**src/rtl/aes_state_demux_if.sv**
```systemverilog
// Bundle of block-control, feedback and ciphertext handshake signals around aes_state_demux.
// The master drives the round results and the downstream ready; the slave is the demux itself.
interface aes_state_demux_if #(
    parameter int DATA_W = 128,
    parameter int CNT_W  = 4
) ();
    logic              start;
    logic              in_valid;
    logic [DATA_W-1:0] in_data;
    logic              fb_valid;
    logic [DATA_W-1:0] fb_data;
    logic              out_valid;
    logic [DATA_W-1:0] out_data;
    logic              out_ready;
    logic [CNT_W-1:0]  round_idx;
    logic              busy;
    logic              ovf;

    modport master (
        output start, in_valid, in_data, out_ready,
        input  fb_valid, fb_data, out_valid, out_data, round_idx, busy, ovf
    );

    modport slave (
        input  start, in_valid, in_data, out_ready,
        output fb_valid, fb_data, out_valid, out_data, round_idx, busy, ovf
    );
endinterface

```
**src/rtl/aes_state_demux.sv**
```systemverilog
// Routes AES round results: rounds 1..NUM_ROUNDS-1 to the feedback mux, the last one to a
// valid/ready output holding register. Optional sticky overflow flag: AES_DEMUX_OVF_EN.
module aes_state_demux #(
    parameter int DATA_W     = 128,
    parameter int NUM_ROUNDS = 10,
    parameter int CNT_W      = 4
) (
    input  logic                clk,
    input  logic                rst_n,
    aes_state_demux_if.slave    bus
);
    typedef enum logic [1:0] {
        IDLE = 2'd0,
        RUN  = 2'd1,
        HOLD = 2'd2
    } state_t;

    localparam logic [CNT_W-1:0] LAST_ROUND = CNT_W'(NUM_ROUNDS);
    localparam logic [CNT_W-1:0] ONE        = CNT_W'(1);

    state_t            state_q, state_d;
    logic [CNT_W-1:0]  round_q, round_d;
    logic              fb_valid_q, fb_valid_d;
    logic [DATA_W-1:0] fb_data_q, fb_data_d;
    logic              out_valid_q, out_valid_d;
    logic [DATA_W-1:0] out_data_q, out_data_d;

    always_comb begin
        // NOTE: every signal gets a default before the case so no path leaves one unassigned,
        // which would otherwise infer a latch.
        state_d     = state_q;
        round_d     = round_q;
        fb_valid_d  = 1'b0;
        fb_data_d   = fb_data_q;
        out_valid_d = out_valid_q;
        out_data_d  = out_data_q;

        case (state_q)
            IDLE: begin
                if (bus.start) begin
                    state_d = RUN;
                    round_d = ONE;
                end
            end
            RUN: begin
                if (bus.in_valid) begin
                    if (round_q < LAST_ROUND) begin
                        fb_data_d  = bus.in_data;
                        fb_valid_d = 1'b1;
                        round_d    = round_q + ONE;
                    end else begin
                        out_data_d  = bus.in_data;
                        out_valid_d = 1'b1;
                        state_d     = HOLD;
                    end
                end
            end
            HOLD: begin
                // A start arriving with the accepting ready chains straight into the next block.
                if (bus.out_ready) begin
                    out_valid_d = 1'b0;
                    if (bus.start) begin
                        state_d = RUN;
                        round_d = ONE;
                    end else begin
                        state_d = IDLE;
                        round_d = '0;
                    end
                end
            end
            default: begin
                state_d = IDLE;
                round_d = '0;
            end
        endcase
    end

    // NOTE: state registers use non-blocking assignments so every flop samples pre-edge values.
    always_ff @(posedge clk or negedge rst_n) begin
        if (!rst_n) begin
            state_q     <= IDLE;
            round_q     <= '0;
            fb_valid_q  <= 1'b0;
            fb_data_q   <= '0;
            out_valid_q <= 1'b0;
            out_data_q  <= '0;
        end else begin
            state_q     <= state_d;
            round_q     <= round_d;
            fb_valid_q  <= fb_valid_d;
            fb_data_q   <= fb_data_d;
            out_valid_q <= out_valid_d;
            out_data_q  <= out_data_d;
        end
    end

`ifdef AES_DEMUX_OVF_EN
    logic ovf_q, ovf_d;

    // A beat arriving while the ciphertext is still held is lost; remember that it happened.
    always_comb begin
        ovf_d = ovf_q;
        if (state_q == HOLD && bus.in_valid) begin
            ovf_d = 1'b1;
        end
    end

    always_ff @(posedge clk or negedge rst_n) begin
        if (!rst_n) begin
            ovf_q <= 1'b0;
        end else begin
            ovf_q <= ovf_d;
        end
    end

    assign bus.ovf = ovf_q;
`else
    assign bus.ovf = 1'b0;
`endif

    assign bus.fb_valid  = fb_valid_q;
    assign bus.fb_data   = fb_data_q;
    assign bus.out_valid = out_valid_q;
    assign bus.out_data  = out_data_q;
    assign bus.round_idx = round_q;
    assign bus.busy      = (state_q != IDLE);
endmodule
```
**src/flat_wrapper.sv**
```systemverilog
// flat-port wrapper written by rule: the top's interface ports become plain ports
module aes_state_demux_flat 
#(
    parameter int DATA_W     = 128,
    parameter int NUM_ROUNDS = 10,
    parameter int CNT_W      = 4
)
  (clk, rst_n, bus_start, bus_in_valid, bus_in_data, bus_out_ready, bus_fb_valid, bus_fb_data, bus_out_valid, bus_out_data, bus_round_idx, bus_busy, bus_ovf);
  aes_state_demux_if #(.DATA_W(DATA_W), .CNT_W(CNT_W)) bus_i ();
  input  logic clk;
  input  logic rst_n;
  input wire logic [$bits(bus_i.start)-1:0] bus_start;
  input wire logic [$bits(bus_i.in_valid)-1:0] bus_in_valid;
  input wire logic [$bits(bus_i.in_data)-1:0] bus_in_data;
  input wire logic [$bits(bus_i.out_ready)-1:0] bus_out_ready;
  output wire logic [$bits(bus_i.fb_valid)-1:0] bus_fb_valid;
  output wire logic [$bits(bus_i.fb_data)-1:0] bus_fb_data;
  output wire logic [$bits(bus_i.out_valid)-1:0] bus_out_valid;
  output wire logic [$bits(bus_i.out_data)-1:0] bus_out_data;
  output wire logic [$bits(bus_i.round_idx)-1:0] bus_round_idx;
  output wire logic [$bits(bus_i.busy)-1:0] bus_busy;
  output wire logic [$bits(bus_i.ovf)-1:0] bus_ovf;
  assign bus_i.start = bus_start;
  assign bus_i.in_valid = bus_in_valid;
  assign bus_i.in_data = bus_in_data;
  assign bus_i.out_ready = bus_out_ready;
  assign bus_fb_valid = bus_i.fb_valid;
  assign bus_fb_data = bus_i.fb_data;
  assign bus_out_valid = bus_i.out_valid;
  assign bus_out_data = bus_i.out_data;
  assign bus_round_idx = bus_i.round_idx;
  assign bus_busy = bus_i.busy;
  assign bus_ovf = bus_i.ovf;
  aes_state_demux #(.DATA_W(DATA_W), .NUM_ROUNDS(NUM_ROUNDS), .CNT_W(CNT_W)) u_core (.clk(clk), .rst_n(rst_n), .bus(bus_i));
endmodule
```
**config.mk**
```make
export PLATFORM = sky130hd
export DESIGN_NAME = aes_state_demux_flat
export DESIGN_NICKNAME = d
export VERILOG_FILES = /design/src/rtl/aes_state_demux_if.sv /design/src/rtl/aes_state_demux.sv /design/src/flat_wrapper.sv
export SDC_FILE = /design/constraint.sdc
export NUM_CORES = 1
export LEC_CHECK = 0
export CORE_AREA = 2 2 154 156
export DETAILED_ROUTE_END_ITERATION = 10
export DIE_AREA = 0 0 156 158
export MAX_ROUTING_LAYER = met4
export PLACE_DENSITY = 0.8
export SLEW_MARGIN = 20
export SYNTH_ARGS = -nofsm -noshare
export SYNTH_HDL_FRONTEND = slang
export SYNTH_SLANG_ARGS = --single-unit
```
**constraint.sdc**
```tcl
create_clock -name clk -period 3.8 [get_ports clk]
set_clock_uncertainty 0.05 [all_clocks]
set_input_delay 0.76 -clock clk [delete_from_list [all_inputs] [get_ports clk]]
set_output_delay 0.76 -clock clk [all_outputs]
set_load 0.05 [all_outputs]
```
==> results.yml <==
synth:
  syn-num-nets: 720
  ys_ff_latch: 264
  synthCells: 586
  syn_area_per_cell_um2: 17.1
  synth_warnings: 0
  synthArstFlopShare: 1.00
  yosys.cell_types.count: 30
  synth-main-ff-cell: "dfrtp_1"
  synth_edf_count: 0
  syn-cell-area_um2: 10000
  seq_area_frac_synth: 0.659
drt:
  ant_nets: 0
  num_vias: 6412
  totalWireLength_mm: 24.8
  vias_per_cell: 4.94
  dr.pass1.iters: 4
  drc: 0
  drt_iter0_markers: 168
  wl_per_cell_um: 19.1
clock_network:
  clkSlewWorstSetupHoldPaths_ps: 50
  clockBufferDepth: 3
  numClockSinks: 264
  cts_root_buf: "clkbuf_16"
  post_cts_buffers: 0
  cts_tree: "yes"
  clock_latency_ps: 520
  cts_buffers: 28
  cts-resized-gates: 0
  h-tree-depth: 1
  cts_hold_buf: 0
floorplanning:
  die_y_um: 158
  core_um2: 23100
  rows: 56
  ios: 397
  fp.dieW_um: 156
  initial_core_util: 0.435
  die_area_um2: 24600
job:
  maxCapViolCount: 0
layout:
  final_common_cell: "clkdlybuf4s50_1"
  synthToLayoutAreaGrowth_pct: 50.5
  mostFrequentLayoutCells: "clkdlybuf4s50_1, dfrtp_1, mux2_2"
  drive_gt1_frac: 0.208
  fin_nets: 1123
  num_antenna_cells: 0
setup_path:
  crit_fanout: 9
  path_class: "reg -> out"
  critical_path.startpoint_type: "flip-flop"
  cp_data_required_time_ps: 2990
  arrival_ps: 2080
  endpoint_kind: "primary output"
placed_design:
  post-dp-hpwl_mm: 17.6
  place_congestion: 0.798
  io_buffer_count: 395
global_routing:
  grt_use_total: 0.198
  grt_start_max_net_pins: 91
  grt_antenna_before_repair: 0
  gr-total-overflow: 0
  grt_pass1_vias: 6751
  grt_pass1_wl_mm: 37.1
sta:
  setup_violations: 0
  post-route-period-util: 0.761
  fin_crit_ps: 2890
  hold_viol: 0
  tightest_slew_ps: 729
  relSlewSlack: 0.514
  maxSlewViolCount: 0
  fin_tns_setup_ps: 0
  max_freq_ghz: 0.346
  grt_setup_unrepaired: "false"
status:
  status: "complete, no violations"
worst_hold_path:
  hp-class: "in -> async"
per-layer routing:
metal / track usage / vias up / part of all wire
met5: - / - / 0
met4: 0.0572 / 0 / 0.026
met3: 0.0591 / 44 / 0.084
met2: 0.338 / 266 / 0.50
met1: 0.228 / 3208 / 0.39
li1: - / 2894 / -
path summary, 6_finish.rpt:
path	start	endpoint	slack, ps	cells past startpoint
worst min-delay path	rst_n	u_core.bus.out_data[98]	180	1
worst max-delay path	u_core.state_q[1]	bus_busy	910	2
min in group clk	u_core.bus.out_data[18]	u_core.bus.out_data[18]	430	1
worst max register to register	u_core.state_q[1]	u_core.bus.out_data[117]	1840	5
worst min register to register	u_core.bus.out_data[18]	u_core.bus.out_data[18]	430	1
max in group asynchronous	rst_n	u_core.bus.fb_data[60]	2570	2
registers in the layout, indices dropped and copies added, names as in the netlist:
signal,cells
u_core.bus.fb_valid,1
u_core.bus.round_idx,4
u_core.state_q,2
u_core.bus.fb_data,128
u_core.bus.out_data,128
u_core.bus.out_valid,1
critical path, stage by stage, from the launching register on:
cell	delay [ps]
dfrtp_1	490
or2_2	320
clkdlybuf4s50_1	740
cell usage after synthesis (all sizes together) (2+ instances only):
cell      n  area share
mux2    257        0.29
buf      30       0.030
inv       2     0.00075
nor2b     2      0.0020
a21o      4      0.0030
nand2b    2      0.0012
nand3     2      0.0010
dfrtp   264        0.66
a21oi     3      0.0015
o21ai     4      0.0031
nor2      3      0.0014
nand2     2     0.00075
stage by stage:
stage	setup slack [ps]	std cells	area (um^2)	hold WS, ps	utilization
3_5_place_dp	1110	1249	14200	424	0.616
3_3_place_gp	1160	1249	14200	416	0.616
4_1_cts	866	1298	15100	212	0.655
5_1_grt	833	1298	15100	222	0.655
6_report	907	1298	15100	181	0.655
2_1_floorplan	1950	586	10000	414	-
cells by family (layout without fill, tap and decap cells):
logic type	count (synthesis)	after routing	share of synthesized area
compound gates	17	17	0.0125
fa+ha+maj	1	1	0.00125
buf+inv	32	454	0.0303
flops	264	264	0.659
mux	257	257	0.289
other cells	1	1	0.000374
simple gates	14	14	0.00836
area by class of cell:
class                   count  area, um^2
clock buffers              45         836
flip-flops and latches    264        6610
clock inverters             4        47.5
fillers                  1665        7960
repair buffers            403        4090
well taps                 290         363
inverters                   2        7.51
multi-input cells         290        3140
Power is left out: the tool's default activity adds up to more than one toggle a clock period on the data nets, which glitch-free logic cannot reach.
